$ cat config.mk
export PLATFORM = sky130hd
export DESIGN_NAME = hex_disp_ctrl_flat
export DESIGN_NICKNAME = d
export VERILOG_FILES = /design/src/rtl/hex_disp_ctrl_if.sv /design/src/rtl/hex_disp_ctrl.sv /design/src/flat_wrapper.sv
export SDC_FILE = /design/constraint.sdc
export NUM_CORES = 1
export LEC_CHECK = 0
export ABC_AREA = 1
export CORE_ASPECT_RATIO = 1.1
export CORE_MARGIN = 5
export CORE_UTILIZATION = 45
export DETAILED_ROUTE_END_ITERATION = 16
export DONT_BUFFER_PORTS = 1
export REMOVE_ABC_BUFFERS = 1
export SKIP_CTS_REPAIR_TIMING = 1
export SLEW_MARGIN = 20
export SYNTH_ARGS = -nofsm -noshare
export SYNTH_HDL_FRONTEND = slang
export SYNTH_SLANG_ARGS = --single-unit
$ cat constraint.sdc
create_clock -name CLK -period 6.2 [get_ports CLK]
set_input_delay 0.93 -clock CLK [delete_from_list [all_inputs] [get_ports CLK]]
set_output_delay 0.93 -clock CLK [all_outputs]
set_load 0.02 [all_outputs]
$ cat src/rtl/hex_disp_ctrl_if.sv
// Bus between a host and the hex display controller: write port, display
// options, and the registered per-digit outputs.
interface hex_disp_ctrl_if;
  logic        WE;
  logic [31:0] WDATA;
  logic        LZB;
  logic        BLINK;
  logic        PAGE_EN;
  logic [23:0] DIN;
  logic [5:0]  EN;
  logic [5:0]  DOT;
  logic        PAGE;
  logic        UPD;

  modport master (
    output WE, WDATA, LZB, BLINK, PAGE_EN,
    input  DIN, EN, DOT, PAGE, UPD
  );

  modport slave (
    input  WE, WDATA, LZB, BLINK, PAGE_EN,
    output DIN, EN, DOT, PAGE, UPD
  );
endinterface

$ cat src/rtl/hex_disp_ctrl.sv
// Six-digit hex display controller: double-buffered value register updated
// on a display tick, leading-zero blanking, blinking and high-half paging.
module hex_disp_ctrl #(
  parameter int unsigned TICK_DIV = 12500000
) (
  input  logic             CLK,
  input  logic             RST,
  hex_disp_ctrl_if.slave   bus
);
  localparam int unsigned CW = (TICK_DIV > 2) ? $clog2(TICK_DIV) : 1;

  logic [CW-1:0] r_cnt;
  logic          w_tick;
  logic [31:0]   r_shadow;
  logic          r_pending;
  logic [31:0]   r_disp;
  logic          r_upd;
  logic          r_phase;
  logic [1:0]    r_pcnt;
  logic          r_page;
  logic [23:0]   r_din;
  logic [5:0]    r_en;
  logic [5:0]    r_dot;
  logic          r_page_o;

  logic [23:0]   w_din;
  logic [5:0]    w_en;
  logic [5:0]    w_dot;
  logic          w_hi_zero;

  assign w_tick = (r_cnt == CW'(TICK_DIV - 1));

  // Free-running tick divider 0..TICK_DIV-1
  always_ff @(posedge CLK or posedge RST) begin
    if (RST) r_cnt <= '0;
    else if (w_tick) r_cnt <= '0;
    else r_cnt <= r_cnt + CW'(1);
  end

  // Shadow/display double buffer; a write coincident with a tick still lets
  // the old shadow reach the display and keeps the new value pending
  always_ff @(posedge CLK or posedge RST) begin
    if (RST) begin
      r_shadow  <= '0;
      r_pending <= 1'b0;
      r_disp    <= '0;
      r_upd     <= 1'b0;
    end else begin
      r_upd <= w_tick & r_pending;
      if (w_tick && r_pending) r_disp <= r_shadow;
      if (bus.WE) begin
        r_shadow  <= bus.WDATA;
        r_pending <= 1'b1;
      end else if (w_tick) begin
        r_pending <= 1'b0;
      end
    end
  end

  // Blink phase and page sequencing, both advanced by the tick
  always_ff @(posedge CLK or posedge RST) begin
    if (RST) begin
      r_phase <= 1'b0;
      r_pcnt  <= '0;
      r_page  <= 1'b0;
    end else begin
      if (w_tick) r_phase <= ~r_phase;
      if (!bus.PAGE_EN) begin
        r_pcnt <= '0;
        r_page <= 1'b0;
      end else if (w_tick) begin
        r_pcnt <= r_pcnt + 2'd1;
        if (r_pcnt == 2'd3) r_page <= ~r_page;
      end
    end
  end

  // Digit selection, leading-zero blanking scanned from the top enabled digit
  always_comb begin
    w_din     = '0;
    w_en      = '0;
    w_dot     = '0;
    w_hi_zero = 1'b1;
    if (r_page) begin
      w_din[7:0] = r_disp[31:24];
      w_en       = 6'b000011;
      w_dot      = 6'b000001;
    end else begin
      w_din = r_disp[23:0];
      w_en  = '1;
    end
    if (bus.LZB) begin
      for (int unsigned k = 5; k >= 1; k--) begin
        if (w_en[k]) begin
          if (w_din[4*k +: 4] == 4'h0 && w_hi_zero) w_en[k] = 1'b0;
          else w_hi_zero = 1'b0;
        end
      end
    end
    if (bus.BLINK && r_phase) w_en = '0;
  end

  // Registered display outputs
  always_ff @(posedge CLK or posedge RST) begin
    if (RST) begin
      r_din    <= '0;
      r_en     <= '0;
      r_dot    <= '0;
      r_page_o <= 1'b0;
    end else begin
      r_din    <= w_din;
      r_en     <= w_en;
      r_dot    <= w_dot;
      r_page_o <= r_page;
    end
  end

  assign bus.DIN  = r_din;
  assign bus.EN   = r_en;
  assign bus.DOT  = r_dot;
  assign bus.PAGE = r_page_o;
  assign bus.UPD  = r_upd;
endmodule

$ cat src/flat_wrapper.sv
// flat-port wrapper written by rule: the top's interface ports become plain ports
module hex_disp_ctrl_flat 
#(
  parameter int unsigned TICK_DIV = 12500000
)
  (CLK, RST, bus_WE, bus_WDATA, bus_LZB, bus_BLINK, bus_PAGE_EN, bus_DIN, bus_EN, bus_DOT, bus_PAGE, bus_UPD);
  hex_disp_ctrl_if bus_i ();
  input  logic CLK;
  input  logic RST;
  input wire logic [$bits(bus_i.WE)-1:0] bus_WE;
  input wire logic [$bits(bus_i.WDATA)-1:0] bus_WDATA;
  input wire logic [$bits(bus_i.LZB)-1:0] bus_LZB;
  input wire logic [$bits(bus_i.BLINK)-1:0] bus_BLINK;
  input wire logic [$bits(bus_i.PAGE_EN)-1:0] bus_PAGE_EN;
  output wire logic [$bits(bus_i.DIN)-1:0] bus_DIN;
  output wire logic [$bits(bus_i.EN)-1:0] bus_EN;
  output wire logic [$bits(bus_i.DOT)-1:0] bus_DOT;
  output wire logic [$bits(bus_i.PAGE)-1:0] bus_PAGE;
  output wire logic [$bits(bus_i.UPD)-1:0] bus_UPD;
  assign bus_i.WE = bus_WE;
  assign bus_i.WDATA = bus_WDATA;
  assign bus_i.LZB = bus_LZB;
  assign bus_i.BLINK = bus_BLINK;
  assign bus_i.PAGE_EN = bus_PAGE_EN;
  assign bus_DIN = bus_i.DIN;
  assign bus_EN = bus_i.EN;
  assign bus_DOT = bus_i.DOT;
  assign bus_PAGE = bus_i.PAGE;
  assign bus_UPD = bus_i.UPD;
  hex_disp_ctrl #(.TICK_DIV(TICK_DIV)) u_core (.CLK(CLK), .RST(RST), .bus(bus_i));
endmodule
# --- Word-level counts from Yosys, hierarchy flattened ---
# Index checks and enable logic that the tools add are counted.
totals:
  register_bits: 126
  in_bits: 38
  output_inout_bits: 38
  elab_cells: 70
classes:
  addsub: 2
  eq_ne: 4
  mux: 36
  bitwise_logic: 3
  n_reduce_logical: 13
op_table:
  columns: ["operator", "count"]
  rows:
  - ["$mux W1", 28]
  - ["$add A24 B1 Y24 const B", 1]
  - ["$eq A24 B24 Y1 const B", 1]
  - ["$mux W24", 1]
  - ["$logic_not A4 Y1", 5]
  - ["$mux W16", 1]
  - ["$mux W6", 2]
  - ["$mux W8", 1]
  - ["$logic_and A1 B1 Y1", 6]
  - ["$mux W5", 1]
  - ["$mux W2", 2]
  - ["$ne A2 B1 Y1 const B", 2]
  - ["$add A2 B1 Y2 const B", 1]
  - ["$eq A2 B2 Y1 const B", 1]
  - ["$not A1 Y1", 2]
  - ["$reduce_and A2 Y1", 1]
  - ["$reduce_bool A2 Y1", 1]
  - ["$and A1 B1 Y1", 1]

# --- Depth between registers and ports, before layout ---
# Gate-level depths: netlist of run 1.
depth:
  word_depth: 22
  mapped_depth: 10

# --- Worst setup path after synthesis of run 1 ---
# Ideal clock, no wire load.
synth_timing:
  kind: "input to register"
  from: "input port bus_WE"
  to: "register u_core.r_pending"
  setup_time_ns: 0.142
  arrival_ns: 1.557
  required_ns: 6.058
  slack_ns: 4.501
  path_stages: 4
  cell_sequence: "clkbuf_1 inv_1 clkbuf_1 o21ai_0"
synth_between:
  elab_chain_len: 1
synth_lines:
  columns: ["item", "line", "source"]
  rows:
  - ["from (decl)", "flat_wrapper.sv:10", "input wire logic [$bits(bus_i.WE)-1:0] bus_WE;"]
  - ["$mux W1 or $reduce_bool A2 Y1 (tied branches)", null, null]
  - ["to (signal assigned)", "hex_disp_ctrl.sv:45", "r_pending <= 1'b0;"]
  - ["to (signal assigned)", "hex_disp_ctrl.sv:53", "r_pending <= 1'b1;"]
  - ["to (signal assigned)", "hex_disp_ctrl.sv:55", "r_pending <= 1'b0;"]
  - ["to (decl)", "hex_disp_ctrl.sv:15", "logic r_pending;"]
# Several ways; a longest one is shown, not always the timed one.
# A chain may end at the register's enable or synchronous reset.

# --- Worst setup path after layout of run 1 ---
layout_timing:
  from: "register u_core.r_cnt[0]"
  to: "register u_core.r_disp[11]"
layout_between:
  elab_chain_len: 2
layout_lines:
  columns: ["item", "line", "source"]
  rows:
  - ["from (decl)", "hex_disp_ctrl.sv:12", "logic [CW-1:0] r_cnt;"]
  - ["from (signal assigned)", "hex_disp_ctrl.sv:37", "else r_cnt <= r_cnt + CW'(1);"]
  - ["$eq A24 B24 Y1", "hex_disp_ctrl.sv:31", "assign w_tick = (r_cnt == CW'(TICK_DIV - 1));"]
  - ["$logic_and A1 B1 Y1", "hex_disp_ctrl.sv:50", "if (w_tick && r_pending) r_disp <= r_shadow;"]
  - ["to (signal assigned)", "hex_disp_ctrl.sv:50", null]
  - ["to (decl)", "hex_disp_ctrl.sv:16", "logic [31:0] r_disp;"]
# Every way passes these cells.

==> results of run 1 <==
-- critical path, delay by kind of cell (launching register included) --
| family | cells | cell delay, ns |
|---|---|---|
| compound gates | 1 | 0.08 |
| fa+ha+maj | 1 | 0.26 |
| buf+inv | 1 | 0.25 |
| flops | 1 | 0.39 |
| simple gates | 5 | 1.22 |
-- kinds of logic (layout without fill, tap and decap cells) --
kind of cell	count (synthesis)	after routing	share of synthesized area (%)
XOR/XNOR	12	12	1.98
buffers and inverters	95	104	7.86
other	1	5	0.0707
AO/OA/AOI/OAI	50	50	4.89
adder cells (fa/ha/maj)	2	2	0.472
flip-flops	125	125	59.0
AND/OR/NAND/NOR	348	348	25.7
-- how the worst max path moves through the flow --
stage	from	slack (ns)	depth (start not counted)	endpoint
2_1_floorplan	RST	1.94	1	u_core.bus.DIN[0]$_DFF_PP0_
3_3_place_gp	u_core.r_cnt[0]$_DFF_PP0_	3.67	6	u_core.r_disp[22]$_DFFE_PP0P_
3_5_place_dp	u_core.r_cnt[0]$_DFF_PP0_	3.51	6	u_core.r_disp[29]$_DFFE_PP0P_
4_1_cts	u_core.r_cnt[0]$_DFF_PP0_	3.50	6	u_core.r_disp[15]$_DFFE_PP0P_
5_1_grt	u_core.r_cnt[0]$_DFF_PP0_	3.58	8	u_core.r_disp[20]$_DFFE_PP0P_
6_report	u_core.r_cnt[0]$_DFF_PP0_	3.90	8	u_core.r_disp[11]$_DFFE_PP0P_
-- cells in the final DEF (no fill, tap or decap), drive strengths merged --
master    synthesis  layout
a21oi             3       3
dfrtp           125     125
ha                2       2
clkbuf           12      21
xor2              9       9
nor3b             2       2
nor2             88      88
o21ai            43      43
a31oi             1       1
clkinvlp          0       3
nand3            18      18
inv              69      72
o21bai            1       1
bufinv            0       2
xnor2             3       3
nand2           228     228
nor3              6       6
clkinv            0       3
conb              1       5
nand4             5       5
buf              14       3
or2               1       1
o21a              2       2
-- power groups by stage --
| stage | Combinational (mW) | Sequential [mW] | Clock, mW |
|---|---|---|---|
| floorplan | 0.0419 | 0.882 | 0 |
| global placement | 0.0658 | 0.877 | 0 |
| detailed placement | 0.0673 | 0.878 | 0 |
| CTS | 0.0675 | 0.864 | 0.999 |
| global route | 0.0778 | 0.867 | 1.03 |
| finish | 0.0652 | 0.864 | 0.975 |
-- registers in the layout (all words and copies together), names as in the netlist --
| signal | count |
|---|---|
| u_core.bus.DIN | 24 |
| u_core.bus.DOT | 1 |
| u_core.bus.EN | 6 |
| u_core.bus.UPD | 1 |
| u_core.r_cnt | 24 |
| u_core.r_disp | 32 |
| u_core.r_page | 1 |
| u_core.r_pcnt | 2 |
| u_core.r_pending | 1 |
| u_core.r_phase | 1 |
| u_core.r_shadow | 32 |
-- through the flow --
step	area (sq um)	hold slack (ns)	total power, mW	utilization, %	cells
global route	5980	0.490	1.97	52.0	796
global placement	5370	0.457	0.943	46.7	763
CTS	5960	0.474	1.93	51.9	795
floorplan	5160	0.442	0.923	-	611
finish	5980	0.469	1.90	52.0	796
detailed placement	5370	0.459	0.946	46.7	763
-- layout make-up --
class                           count  area [sq um]
Fill cell                        1099          5510
Sequential cell                   125          3130
Multi-Input combinational cell    417          1780
Clock buffer                       21           460
Inverter                           69           262
Tap cell                          150           188
Clock inverter                     11           131
Timing Repair Buffer                3          35.0
-- metal layers --
layer	track usage [%]	vias to the layer above	wire length [um]
met1	22.1	1753	5140
met2	27.3	95	5160
met5	0	-	0
met3	4.71	16	559
met4	6.31	0	163
li1	-	1922	-
==> impl_metrics.tcl, run 1 <==
set metrics [dict create \
    p_leak_nw 3.07 \
    cts_tree "done" \
    clk_latency_ns 0.41 \
    die_h_um 124 \
    fmax_mhz 435 \
    initial_core_util_pct 46.1 \
    antenna_found_initial 0 \
    cts_num_sinks 125 \
    hold_end "u_core.r_shadow[26]$_DFFE_PP0P_" \
    arrival_ns 2.63 \
    std_cell_rows 41 \
    rsz0062_at_grt "no" \
    peakVddDrop_v 0.000175 \
    die_area_sq_um 14100 \
    drc 0 \
    path_cells "ha_1 -> nand3_1 -> nor2_1 -> nand3_1 -> nor2_4 -> buf_12 -> nand2_1 -> o21ai_1" \
    async_flop_share_pct 100 \
    place_hpwl_mm 7.54 \
    detail_route.first_pass.iterations 5 \
    ys.flop_type "dfrtp_1" \
    rrSetupSlack_ns 3.90 \
    tightest_slew_ns 1.05 \
    cp_common_cell "nand3_1" \
    place_congestion 0.906 \
    synth_most_common_cell "nand2_1" \
    grt_use_total_pct 17.0 \
    cts_buffers 17 \
    hold_path_class "reg2reg" \
    reg2reg_depth 8 \
    slew_headroom_pct 30.1 \
    synth.distinct_cells 25 \
    drive_gt1_share_pct 5.88 \
    first_iter_violations 189 \
    ys_top_cells_by_count "nand2_1 (228), dfrtp_1 (125), nor2_1 (86)" \
    clock_power_share_pct 51.2 \
    wire_per_inst_um 13.9 \
    syn_area_sq_um 5300 \
    htreeDepth 4 \
    fin_worst_skew_ns 0.00922 \
    synth.avg_cell_area_sq_um 8.37 \
    ys_ff_latch 125 \
    power.density_nw_per_um2 318 \
    dp_slack_ns 3.51 \
    postRouteAntennaNets 0 \
    vias 3786 \
    post-route-min-period_ns 2.30 \
    p_comb_share_pct 3.4 \
    seq_area_frac_synth_pct 59.0 \
    antenna_cells 0 \
    hold_path_depth 2 \
    crit_slowest_cell "nor2_4" \
    switching_share_pct 22.6 \
    gr-total-overflow 0 \
    max_stage_delay_ns 0.51 \
    synth_area_leader_cell "dfrtp_1" \
    status "finished clean" \
    drv_cap 0 \
    synthDominantCellAreaShare_pct 59.0 \
    grt_pass1_vias 3787 \
    port_buffers 0 \
    setup_viol 0 \
    tns_ns 0 \
    grt_max_degree 71 \
    timing.final.ws_setup_ns 3.90 \
    die_w_um 113 \
    finalHoldViolCount 0 \
    cp-end-kind "register" \
    cts-root-buf "clkbuf_16" \
    p_seq_share_pct 45.4 \
    core_area_sq_um 11500 \
    path_clk_slew_ns 0.06 \
    area_delta_synth_final_pct 12.8 \
    worstPathRequired_ns 6.53 \
    final_nets 673 \
    period_share_pct 37.1 \
    power.internal_mw 1.47 \
    synth_edf_count 0 \
    start_kind "register" \
    timing.rr.end "u_core.r_disp[11]$_DFFE_PP0P_" \
    drt_wl_total_mm 11.0 \
    switching_power_uw 430 \
    pin_count 76 \
    cts_max_path_buffers 2 \
    path_class "reg2reg" \
    rr_startpoint "u_core.r_cnt[0]$_DFF_PP0_" \
    min_from "u_core.r_shadow[26]$_DFFE_PP0P_" \
    via_per_inst 4.76 \
    synth_cells 633 \
    drv_slew 0 \
    crit_fanout 40 \
    grt_pass1_wl_mm 18.6 \
    yosys-top-cells-area "dfrtp_1 (59%), nand2_1 (16%), nor2_1 (6.1%)" \
    synth-warning-count 0 \
]
(Power assumes the default switching activity.)
==> inputs of run 2 (changes only) <==
==> constraint.sdc (replaced) <==
create_clock -name CLK -period 2.2 [get_ports CLK]
set_input_delay 0.33 -clock CLK [delete_from_list [all_inputs] [get_ports CLK]]
set_output_delay 0.33 -clock CLK [all_outputs]
set_load 0.02 [all_outputs]
==> impl_metrics.tcl, run 2 (synthesized netlist as in run 1, its figures left out) <==
set metrics [dict create \
    status "finished clean" \
    htreeDepth 4 \
    grt_pass1_vias 3874 \
    rsz0062_at_grt "no" \
    detail_route.first_pass.iterations 4 \
    postRouteAntennaNets 0 \
    port_buffers 0 \
    pin_count 76 \
    power.internal_mw 4.13 \
    path_clk_slew_ns 0.06 \
    hold_path_class "in2reg" \
    p_comb_share_pct 3.5 \
    area_delta_synth_final_pct 13.9 \
    antenna_cells 0 \
    switching_share_pct 22.9 \
    reg_top3 "u_core.r_disp: 32 flops, u_core.r_shadow: 32 flops" \
    worstPathRequired_ns 2.54 \
    gr-total-overflow 0 \
    p_leak_nw 3.10 \
    final_nets 678 \
    cp-end-kind "register" \
    cts_tree "done" \
    finalHoldViolCount 0 \
    cts_max_path_buffers 2 \
    finalPower_mw 5.35 \
    die_w_um 113 \
    fmax_mhz 553 \
    place_congestion 0.891 \
    drv_cap 0 \
    p_seq_share_pct 45.7 \
    final_cell_mix "nand2_1 (228), dfrtp_1 (125), nor2_1 (86)" \
    clk_latency_ns 0.41 \
    std_cell_rows 41 \
    first_iter_violations 307 \
    initial_core_util_pct 46.1 \
    start_kind "register" \
    path_class "reg2reg" \
    drv_slew 0 \
    peakVddDrop_v 0.000563 \
    hold_slack_ns 0.0271 \
    post-route-min-period_ns 1.81 \
    cts_num_sinks 125 \
    fin_worst_skew_ns 0.00636 \
    via_per_inst 4.78 \
    core_area_sq_um 11500 \
    setup_viol 0 \
    wire_per_inst_um 13.8 \
    arrival_ns 2.15 \
    cts-root-buf "clkbuf_16" \
    grt_max_degree 57 \
    crit_fanout 13 \
    period_share_pct 82.2 \
    die_h_um 124 \
    slew_headroom_pct 62.1 \
    cts_buffers 17 \
    clock_power_share_pct 50.9 \
    antenna_found_initial 0 \
    vias 3827 \
    drive_gt1_share_pct 6.61 \
    grt_pass1_wl_mm 18.9 \
    drt_wl_total_mm 11.1 \
    final_common_cell "nand2_1" \
    power.density_nw_per_um2 887 \
    drc 0 \
    switching_power_mw 1.23 \
    tightest_slew_ns 0.569 \
    grt_use_total_pct 17.4 \
    die_area_sq_um 14100 \
    place_hpwl_mm 7.95 \
]
==> run 2: power by group through the flow <==
stage,Combinational (mW),Sequential [mW],Clock [mW]
5_1_grt,0.223,2.45,2.91
4_1_cts,0.191,2.45,2.78
6_report,0.186,2.44,2.72
3_3_place_gp,0.187,2.48,0
3_5_place_dp,0.191,2.49,0
2_1_floorplan,0.118,2.48,0
==> run 2: critical path, stage by stage, from the launching register on <==
cell and delay (ns):
dfrtp_1 0.39, ha_1 0.26, nand3_1 0.12, nor2_1 0.11
nand3_1 0.19, inv_1 0.42, nand3_1 0.16, nand2_1 0.10
==> run 2: layout make-up <==
cell class / count / area, sq um
Clock inverter: 13 / 139
Tap cell: 150 / 188
Multi-Input combinational cell: 417 / 1780
Inverter: 69 / 262
Fill cell: 1079 / 5460
Sequential cell: 125 / 3130
Timing Repair Buffer: 8 / 100
Clock buffer: 19 / 443
==> run 2: stage by stage <==
step | setup slack, ns | utilization [%] | setup TNS, ns | instances | area, sq um
5_1_grt | 0.266 | 52.5 | 0 | 801 | 6040
6_report | 0.393 | 52.5 | 0 | 801 | 6040
3_5_place_dp | 0.393 | 47.4 | 0 | 768 | 5440
4_1_cts | 0.383 | 52.4 | 0 | 800 | 6030
2_1_floorplan | -1.46 | - | -188.89 | 611 | 5160
3_3_place_gp | 0.490 | 47.4 | 0 | 768 | 5440
==> run 2: per-layer routing <==
metal,track usage (%),vias up,wire length [um]
met4,7.59,0,192
met2,27.1,85,5300
met1,23.0,1792,5040
li1,-,1934,-
met5,0,-,0
met3,4.52,16,556
==> run 2: final timing paths <==
check,start,end,slack [ns],cells after the start
max,u_core.r_cnt[0]$_DFF_PP0_,u_core.r_pcnt[1]$_DFFE_PP0P_,0.39,7
min in group asynchronous,RST,u_core.bus.EN[2]$_DFF_PP0_,0.48,2
min reg2reg,u_core.r_shadow[2]$_DFFE_PP0P_,u_core.r_shadow[2]$_DFFE_PP0P_,0.47,2
max in group asynchronous,RST,u_core.bus.DIN[20]$_DFF_PP0_,1.09,3
max reg2reg,u_core.r_cnt[0]$_DFF_PP0_,u_core.r_pcnt[1]$_DFFE_PP0P_,0.39,7
min,bus_BLINK,u_core.bus.EN[0]$_DFF_PP0_,0.03,1
==> inputs of run 3 (changes only) <==
--- a/config.mk
+++ b/config.mk
@@ -5,7 +5,7 @@
 export SDC_FILE = /design/constraint.sdc
 export NUM_CORES = 1
 export LEC_CHECK = 0
-export ABC_AREA = 1
+export ABC_AREA = 0
 export CORE_ASPECT_RATIO = 1.1
 export CORE_MARGIN = 5
 export CORE_UTILIZATION = 45
==> constraint.sdc (replaced) <==
create_clock -name CLK -period 1.5 [get_ports CLK]
set_input_delay 0.225 -clock CLK [delete_from_list [all_inputs] [get_ports CLK]]
set_output_delay 0.225 -clock CLK [all_outputs]
set_load 0.02 [all_outputs]
==> impl_metrics.tcl, run 3 <==
set metrics [dict create \
    slew_headroom_pct 59.5 \
    post-route-min-period_ns 1.85 \
    max_stage_delay_ns 0.35 \
    vias 3214 \
    min_from "bus_BLINK" \
    fillers 799 \
    rrSetupSlack_ns -0.35 \
    worst-path-buf-inv 2 \
    fmax_mhz 540 \
    cp-end-kind "register" \
    drv_cap 0 \
    synth-warning-count 0 \
    synth_area_leader_cell "dfrtp_1" \
    antenna_found_initial 0 \
    timing.rr.end "u_core.r_disp[0]$_DFFE_PP0P_" \
    final_cell_mix "dfrtp_1 (125), mux2_2 (71), buf_4 (54)" \
    fin_util_pct 63.0 \
    postRouteAntennaNets 0 \
    synthDominantCellAreaShare_pct 61.7 \
    detail_route.first_pass.iterations 4 \
    fin_worst_skew_ns 0.0110 \
    synth.distinct_cells 44 \
    tightest_slew_ns 0.602 \
    status "finished, violations left" \
    htreeDepth 4 \
    drv_slew 0 \
    worstPathRequired_ns 1.79 \
    die_w_um 111 \
    reg2reg_depth 7 \
    drive_gt1_share_pct 42.4 \
    cts_max_path_buffers 2 \
    rsz0062_at_grt "yes" \
    core_area_sq_um 11000 \
    final_common_cell "dfrtp_1" \
    power.density_nw_per_um2 1180 \
    timing.final.ws_setup_ns -0.354 \
    critPathTopFamily "simple AND/OR/NAND/NOR gates" \
    crit_fanout 11 \
    path_cells "ha_2 -> and4_4 -> nand4_4 -> nor3_4 -> buf_4 -> buf_12 -> mux2_2" \
    grt_max_degree 53 \
    std_cell_rows 40 \
    die_area_sq_um 13500 \
    switching_power_mw 1.61 \
    async_flop_share_pct 100 \
    clk_latency_ns 0.41 \
    ys_top_cells_by_count "dfrtp_1 (125), mux2_2 (71), nor2_1 (18), nor2b_1 (18), nand3_1 (11)" \
    p_leak_nw 3.21 \
    syn_area_sq_um 5070 \
    drt_wl_total_mm 10.4 \
    path_class "reg2reg" \
    cts-root-buf "clkbuf_16" \
    clock_power_share_pct 53.0 \
    pin_count 76 \
    initial_core_util_pct 46.3 \
    reg_top3 "u_core.r_disp: 32 flops, u_core.r_shadow: 32 flops" \
    seq_area_frac_synth_pct 61.7 \
    finalHoldViolCount 0 \
    gr-total-overflow 0 \
    peakVddDrop_v 0.00114 \
    cts_num_sinks 125 \
    place_congestion 0.820 \
    synth.avg_cell_area_sq_um 13.6 \
    violations "setup timing" \
    synth_most_common_cell "dfrtp_1" \
    area_delta_synth_final_pct 36.3 \
    startpoint "u_core.r_cnt[0]$_DFF_PP0_" \
    cts_buffers 17 \
    hold_path_depth 2 \
    rr_startpoint "u_core.r_cnt[0]$_DFF_PP0_" \
    switching_share_pct 19.8 \
    path_clk_slew_ns 0.06 \
    die_h_um 121 \
    grt_use_total_pct 15.9 \
    yosys-top-cells-area "dfrtp_1 (62%), mux2_2 (16%), nor2b_1 (2.2%)" \
    hold_end "u_core.bus.EN[4]$_DFF_PP0_" \
    wire_per_inst_um 16.5 \
    antenna_cells 0 \
    ys.flop_type "dfrtp_1" \
    arrival_ns 2.14 \
    cts_tree "done" \
    first_iter_violations 117 \
    ys_ff_latch 125 \
    finalPower_mw 8.13 \
    drc 0 \
    start_kind "register" \
    setup_viol 54 \
    final_nets 515 \
    p_comb_share_pct 3.7 \
    place_hpwl_mm 7.01 \
    grt_pass1_vias 3304 \
    via_per_inst 5.08 \
    period_share_pct 124 \
    synth_edf_count 0 \
    port_buffers 0 \
    hold_path_class "in2reg" \
    power.internal_mw 6.53 \
    crit_slowest_cell "dfrtp_1" \
    grt_pass1_wl_mm 16.7 \
    synth_cells 372 \
    p_seq_share_pct 43.3 \
]
## run 3: cells by family after synthesis
kind of cell / count (synthesis) / synth area share, %
flops: 125 / 61.7
simple gates: 99 / 12.1
mux: 76 / 16.8
buf+inv: 28 / 2.94
compound gates: 25 / 3.18
xor+xnor: 16 / 2.76
fa+ha+maj: 2 / 0.494
other cells: 1 / 0.0740
## run 3: how the worst max path moves through the flow
stage | endpoint | slack [ns] | cells past startpoint
4_1_cts | u_core.r_disp[11]$_DFFE_PP0P_ | -0.38 | 6
6_report | u_core.r_disp[0]$_DFFE_PP0P_ | -0.35 | 7
3_3_place_gp | u_core.r_disp[9]$_DFFE_PP0P_ | -0.33 | 6
3_5_place_dp | u_core.r_disp[11]$_DFFE_PP0P_ | -0.37 | 6
2_1_floorplan | u_core.bus.DIN[0]$_DFF_PP0_ | -2.05 | 1
5_1_grt | u_core.r_disp[0]$_DFFE_PP0P_ | -0.43 | 7
## run 3: power by group through the flow
stage / Combinational (mW) / Sequential, mW / Clock, mW
after floorplan: 0.158 / 3.56 / 0
after global placement: 0.197 / 3.58 / 0
after detailed placement: 0.202 / 3.58 / 0
after CTS: 0.202 / 3.53 / 4.38
after global routing: 0.336 / 3.54 / 4.54
final: 0.300 / 3.52 / 4.31
## run 3: layout make-up
type                       count  area, sq um  area share [%]
timing repair buffer         102          953            13.8
sequential                   125         3130            45.3
multi-input combinational    223         1990            28.8
clock buffer                  20          467            6.76
clock inverter                10          163            2.35
inverter                       6         25.0           0.362
tap                          147          184            2.66
## run 3: through the flow
step	hold WS [ns]	instance area, sq um	instances	setup TNS, ns	worst slack (ns)
after floorplan	0.301	4960	354	-309.22	-2.05
after global placement	0.180	5630	560	-15.03	-0.329
after detailed placement	0.182	5630	560	-16.02	-0.366
after CTS	-0.255	6260	590	-16.95	-0.383
after global routing	0.0262	6910	633	-19.19	-0.428
final	0.0329	6910	633	-14.48	-0.354
## run 3: layer usage
layer / global-route usage (%) / wire (um)
met1: 18.7 / 4430
met2: 25.6 / 5170
met3: 7.08 / 589
met4: 6.46 / 249
met5: 0 / 0
